--- config.mk ---
export PLATFORM = sky130hd
export DESIGN_NAME = phinc_ctrl
export DESIGN_NICKNAME = d
export VERILOG_FILES = /design/src/rtl/phinc_ctrl.sv
export SDC_FILE = /design/constraint.sdc
export NUM_CORES = 1
export LEC_CHECK = 0
export ABC_AREA = 1
export CAP_MARGIN = 20
export CORE_MARGIN = 8
export CORE_UTILIZATION = 35
export CTS_CLUSTER_DIAMETER = 200
export CTS_CLUSTER_SIZE = 14
export DETAILED_ROUTE_END_ITERATION = 8
export GPL_TIMING_DRIVEN = 0
export PLACE_DENSITY = 0.59
export SYNTH_ARGS = -nofsm -noshare
export SYNTH_HDL_FRONTEND = slang
export SYNTH_SLANG_ARGS = --single-unit
--- constraint.sdc ---
create_clock -name clk -period 1.8 [get_ports clk]
set_input_delay 0.27 -clock clk [delete_from_list [all_inputs] [get_ports clk]]
set_output_delay 0.27 -clock clk [all_outputs]
set_load 0.02 [all_outputs]
--- src/rtl/phinc_ctrl.sv ---
// phinc_ctrl: front-panel button conditioning (sync, debounce, auto-repeat) driving a saturating phase increment.
// Latency: phinc/step update DEB_CYC+3 cycles after a clean press is first sampled; repeats follow RPT_DELAY then every RPT_RATE.
// Backpressure: none; buttons are level inputs and every output is a free-running register.
module phinc_ctrl #(
   parameter int W         = 8,
   parameter int DEFAULT   = 1,
   parameter int MIN       = 1,
   parameter int MAX       = 255,
   parameter int DEB_CYC   = 50000,
   parameter int RPT_DELAY = 12500000,
   parameter int RPT_RATE  = 2500000
) (
   input  logic         clk,
   input  logic         clrn,
   input  logic         phase_up,
   input  logic         phase_dn,
   output logic [W-1:0] phinc,
   output logic         step,
   output logic         at_min,
   output logic         at_max
);

   localparam int DBW     = $clog2(DEB_CYC);
   localparam int RPT_MAX = (RPT_DELAY > RPT_RATE) ? RPT_DELAY : RPT_RATE;
   localparam int RCW     = (RPT_MAX > 1) ? $clog2(RPT_MAX) : 1;

   localparam logic [DBW-1:0] DEB_LAST = DBW'(DEB_CYC - 1);
   localparam logic [RCW-1:0] RC_DELAY = RCW'(RPT_DELAY - 1);
   localparam logic [RCW-1:0] RC_RATE  = RCW'(RPT_RATE - 1);
   localparam logic [W-1:0]   DEF_V    = W'(DEFAULT);
   localparam logic [W-1:0]   MIN_V    = W'(MIN);
   localparam logic [W-1:0]   MAX_V    = W'(MAX);
   localparam logic [W-1:0]   ONE_V    = W'(1);

   typedef enum logic [1:0] {IDLE, HOLD_UP, HOLD_DN, LOCK} state_t;

   // Index 0 is the up button, index 1 the down button; 1 means released.
   logic [1:0]          sync1_q, sync2_q;
   logic [1:0]          db_q, db_d;
   logic [1:0][DBW-1:0] dcnt_q, dcnt_d;

   state_t              state_q, state_d;
   logic [RCW-1:0]      rc_q, rc_d;
   logic                req_up_q, req_up_d;
   logic                req_dn_q, req_dn_d;

   logic [W-1:0]        phinc_q, phinc_d;
   logic                step_q, step_d;
   logic                at_min_q, at_max_q;

   logic                up_p, dn_p;

   assign up_p = ~db_q[0];
   assign dn_p = ~db_q[1];

   // Two-flop synchronisers for the asynchronous raw buttons, reset to released.
   always_ff @(posedge clk or negedge clrn) begin
      if (!clrn) begin
         sync1_q <= 2'b11;
         sync2_q <= 2'b11;
      end else begin
         sync1_q <= {phase_dn, phase_up};
         sync2_q <= sync1_q;
      end
   end

   // Debounce: count consecutive samples that disagree with the accepted state; flip after DEB_CYC of them.
   always_comb begin
      db_d   = db_q;
      dcnt_d = '0;
      for (int i = 0; i < 2; i++) begin
         if (sync2_q[i] != db_q[i]) begin
            if (dcnt_q[i] == DEB_LAST) begin
               db_d[i] = ~db_q[i];
            end else begin
               dcnt_d[i] = dcnt_q[i] + DBW'(1);
            end
         end
      end
   end

   // Debounced state and counters.
   always_ff @(posedge clk or negedge clrn) begin
      if (!clrn) begin
         db_q   <= 2'b11;
         dcnt_q <= '0;
      end else begin
         db_q   <= db_d;
         dcnt_q <= dcnt_d;
      end
   end

   // Press/hold/lock decisions; a step request is registered and applied to phinc one cycle later.
   always_comb begin
      state_d  = state_q;
      rc_d     = rc_q;
      req_up_d = 1'b0;
      req_dn_d = 1'b0;
      case (state_q)
         IDLE: begin
            rc_d = '0;
            if (up_p && dn_p) begin
               state_d = LOCK;
            end else if (up_p) begin
               req_up_d = 1'b1;
               rc_d     = RC_DELAY;
               state_d  = HOLD_UP;
            end else if (dn_p) begin
               req_dn_d = 1'b1;
               rc_d     = RC_DELAY;
               state_d  = HOLD_DN;
            end
         end
         HOLD_UP: begin
            if (dn_p) begin
               state_d = LOCK;
            end else if (!up_p) begin
               state_d = IDLE;
            end else if (rc_q == '0) begin
               req_up_d = 1'b1;
               rc_d     = RC_RATE;
            end else begin
               rc_d = rc_q - RCW'(1);
            end
         end
         HOLD_DN: begin
            if (up_p) begin
               state_d = LOCK;
            end else if (!dn_p) begin
               state_d = IDLE;
            end else if (rc_q == '0) begin
               req_dn_d = 1'b1;
               rc_d     = RC_RATE;
            end else begin
               rc_d = rc_q - RCW'(1);
            end
         end
         LOCK: begin
            rc_d = '0;
            if (!up_p && !dn_p) begin
               state_d = IDLE;
            end
         end
         default: begin
            state_d = IDLE;
            rc_d    = '0;
         end
      endcase
   end

   // FSM state, repeat counter and pending step requests.
   always_ff @(posedge clk or negedge clrn) begin
      if (!clrn) begin
         state_q  <= IDLE;
         rc_q     <= '0;
         req_up_q <= 1'b0;
         req_dn_q <= 1'b0;
      end else begin
         state_q  <= state_d;
         rc_q     <= rc_d;
         req_up_q <= req_up_d;
         req_dn_q <= req_dn_d;
      end
   end

   // Saturating step: a request at a limit is dropped without a step pulse.
   always_comb begin
      phinc_d = phinc_q;
      step_d  = 1'b0;
      if (req_up_q && (phinc_q != MAX_V)) begin
         phinc_d = phinc_q + ONE_V;
         step_d  = 1'b1;
      end else if (req_dn_q && (phinc_q != MIN_V)) begin
         phinc_d = phinc_q - ONE_V;
         step_d  = 1'b1;
      end
   end

   // Output registers; flags derive from the next value so they always match phinc.
   always_ff @(posedge clk or negedge clrn) begin
      if (!clrn) begin
         phinc_q  <= DEF_V;
         step_q   <= 1'b0;
         at_min_q <= (DEF_V == MIN_V);
         at_max_q <= (DEF_V == MAX_V);
      end else begin
         phinc_q  <= phinc_d;
         step_q   <= step_d;
         at_min_q <= (phinc_d == MIN_V);
         at_max_q <= (phinc_d == MAX_V);
      end
   end

   assign phinc  = phinc_q;
   assign step   = step_q;
   assign at_min = at_min_q;
   assign at_max = at_max_q;

endmodule
==> flow_summary.json <==
{
  "placed_area_sq_um": 5151,
  "fin_util": 0.4442,
  "clock_path_buffers": 2,
  "place_hpwl_um": 7429,
  "setup_ws_ns": -0.04501,
  "cp_max_fo": 8,
  "critPathMaxStageDelay_ns": 0.57,
  "cp_cell_sequence": "buf_6, ha_4, nand2_1, nor2_2, nand2_4, nand2_8, nand2_1, nand2_2, nand2_4, a21oi_4, nand2_2, nor2_2",
  "ys_async_sr_fraction": 1.000,
  "drt_wl_total_um": 10680,
  "cap_violations": 0,
  "p_per_area_nw_per_um2": 607.9,
  "peakVddDrop_mv": 0.3086,
  "drt_iter0_markers": 305,
  "io_buffers": 14,
  "setup-violations-final": 2,
  "clk_latency_ns": 0.34,
  "synth_top_cell_by_area": "dfrtp_1",
  "wl_per_cell_um": 12.42,
  "nFillCells": 1291,
  "clock_skew_ns": 0.008204,
  "vias": 4119,
  "finalCritPeriodShare": 1.025,
  "end_kind": "flop",
  "grt_pass1_wl_um": 18140,
  "p_leak_nw": 2.899,
  "grt_max_degree": 59,
  "crit_slowest_cell": "dfstp_2",
  "slew_violations": 0,
  "first_pass_iters": 5,
  "fin_crit_ns": 1.845,
  "arrival_ns": 2.11,
  "grt_pass1_vias": 4015,
  "worst_slew_pin_slew_ns": 0.3821,
  "slew_headroom": 0.7429,
  "worstHoldPathCells": 1,
  "ys_ff_latch": 77,
  "synth.avg_cell_area_sq_um": 7.577,
  "clkSlewWorstSetupHoldPaths_ns": 0.06,
  "fp.coreArea_sq_um": 13300,
  "finalInstanceArea_sq_um": 5906,
  "regArea_sq_um": 1939,
  "syn-num-nets": 648,
  "r2r_end": "at_max$_DFF_PN0_",
  "seq_area_frac_synth": 0.4064,
  "die_x_um": 132.7,
  "postRouteAntennaNets": 0,
  "area_growth_pct": 23.92,
  "die_h_um": 132.7,
  "dp_slack_ns": -0.1904,
  "h-tree-depth": 3,
  "antenna_found_initial": 0,
  "initial_utilization": 0.3585,
  "rsz0062_at_grt": "true",
  "synthFlopType": "dfrtp_1",
  "multi_input_area_sq_um": 2688,
  "status": "finished with violations",
  "timing.fmax_ghz": 0.5420,
  "via_per_inst": 4.790,
  "ys_types": 44,
  "grt_overflow": 0,
  "cts_root_buf": "clkbuf_16",
  "p_total_mw": 3.590,
  "cp-start-kind": "flop",
  "critical_path_class": "reg -> reg",
  "synth_area_leaders": "dfrtp_1 36%, nand2_1 11%, inv_1 6.5%, nor2_1 6.4%, nand3_1 5.4%",
  "yosysTopAreaCellShare": 0.3623,
  "violations": "setup timing",
  "min-delay-start": "phase_dn",
  "die_area_sq_um": 17610,
  "rr_startpoint": "phinc[0]$_DFF_PN1_",
  "final_nets": 698,
  "cp.required_ns": 2.07,
  "n_antenna_cell": 0,
  "io_pins": 15,
  "cts_buffers": 9,
  "clkSinkCount": 77,
  "grtUsageTotal": 0.1241,
  "hold_violations": 0,
  "fin_tns_setup_ns": -0.05915,
  "cts_tree": "yes",
  "ff2ff_setup_slack_ns": -0.05,
  "hold_end": "sync1_q[1]$_DFF_PN1_",
  "syn_inst": 629,
  "drc": 0,
  "hold_class": "in -> reg",
  "rows": 42,
  "syn_area_sq_um": 4766,
  "layout-drive-gt1-share": 0.2135,
  "yosysWarnings": 0,
  "synth_edf_count": 0,
  "reg2reg_depth": 12,
  "gp_congestion": 0.8763
}
[report_power, final]
group / internal, mW / total [mW] / switching (mW)
Combinational: 0.0303 / 0.0909 / 0.0606
Sequential: 1.75 / 1.76 / 0.0134
Clock: 1.07 / 1.73 / 0.660
Total: 2.86 / 3.59 / 0.734
[metrics by stage]
step	hold WS (ns)	instances
floorplan	-0.02559	629
global placement	0.3468	819
detailed placement	0.1865	820
CTS	0.3240	849
global route	0.3386	860
finish	0.3437	860
[cell usage in the layout, fill, tap and decap left out, types with 6 or more instances in the layout]
cell type        netlist  final
nand2_1              146    131
inv_1                 82     75
nor2_1                81     73
dfrtp_1               69     67
nand3_1               51     45
xor2_1                24     24
nand2_2               11     21
buf_4                  1     21
o21ai_0               17     15
nor3_1                17     15
a21oi_1               16     14
inv_2                  5     12
nor2_2                10     12
clkdlybuf4s50_1        0     12
nand4_1               11     11
clkbuf_16              0      9
xnor2_1                8      8
nand2_4                3      8
ha_1                  15      8
dfstp_2                8      8
nand3_2                1      7
nor2_4                 1      7
o211ai_1               7      7
nor3_2                 5      6
[synthesized netlist by cell type, types with 6 or more instances]
library cell / number
o21ai_0: 17
nor2_2: 10
nand4_1: 11
dfstp_2: 8
xnor2_1: 8
inv_1: 82
nor2_1: 81
a21oi_1: 16
xor2_1: 24
o211ai_1: 7
nand3_1: 51
ha_1: 15
dfrtp_1: 69
nor3_1: 17
nand2_2: 11
nor4_1: 6
nand2_1: 146
[what timing repair did]
action,4_1_cts,5_1_grt
hold buffers,1,0
endpoints found under the setup margin,23,40
pin swaps,10,22
endpoints found under the hold margin,17,0
setup buffers,11,12
resized for setup,21,57
cloned,1,0
[how the worst max path moves through the flow]
stage	to	cells past startpoint	startpoint	slack, ns
global placement	dcnt_q[26]$_DFF_PN0_	1	clrn	-2.40
detailed placement	rc_q[9]$_DFFE_PN0P_	7	rc_q[0]$_DFFE_PN0P_	-0.19
floorplan	at_max$_DFF_PN0_	11	phinc[0]$_DFF_PN1_	0.04
global route	at_max$_DFF_PN0_	12	phinc[0]$_DFF_PN1_	-0.13
finish	at_max$_DFF_PN0_	12	phinc[0]$_DFF_PN1_	-0.05
CTS	at_max$_DFF_PN0_	14	phinc[0]$_DFF_PN1_	-0.06
[worst max-delay path: cells and delay by family (launching register included)]
kind,cells,cell delay (ns)
and+or+nand+nor,9,0.82
AOI/OAI and AO/OA,1,0.15
DFF,1,0.57
buffers and inverters,1,0.11
adders and majority gates,1,0.12
[routing by layer]
| layer | track usage | vias up | part of all wire |
|---|---|---|---|
| li1 | - | 2107 | - |
| met1 | 0.1527 | 1910 | 0.47 |
| met2 | 0.1983 | 73 | 0.46 |
| met3 | 0.03217 | 29 | 0.035 |
| met4 | 0.05931 | 0 | 0.028 |
| met5 | 0 | - | 0 |
[registers in the layout, summed over array words and instances, names as in the netlist]
signal,cells
at_max,1
at_min,1
db_q,2
dcnt_q,32
phinc,8
rc_q,24
req_dn_q,1
req_up_q,1
state_q,2
step,1
sync1_q,2
sync2_q,2
[cell type report]
| class | count | share of cell area |
|---|---|---|
| clock buffer | 14 | 0.04131 |
| buffer | 9 | 0.01123 |
| multi-input combinational | 455 | 0.4551 |
| timing repair buffer | 39 | 0.06483 |
| clock inverter | 2 | 0.005932 |
| sequential | 77 | 0.3284 |
| tap | 176 | 0.03729 |
| inverter | 88 | 0.05593 |
[logic make-up (layout without fill, tap and decap cells)]
group / after synthesis / count (layout) / synth area share
and+or+nand+nor: 354 / 354 / 0.3442
buffers and inverters: 97 / 152 / 0.08243
DFF: 77 / 77 / 0.4064
adders and majority gates: 15 / 15 / 0.03938
xor gates and xnor gates: 32 / 32 / 0.05881
AOI/OAI and AO/OA: 54 / 54 / 0.06878
Note: power is estimated with default switching activity, not from simulation.
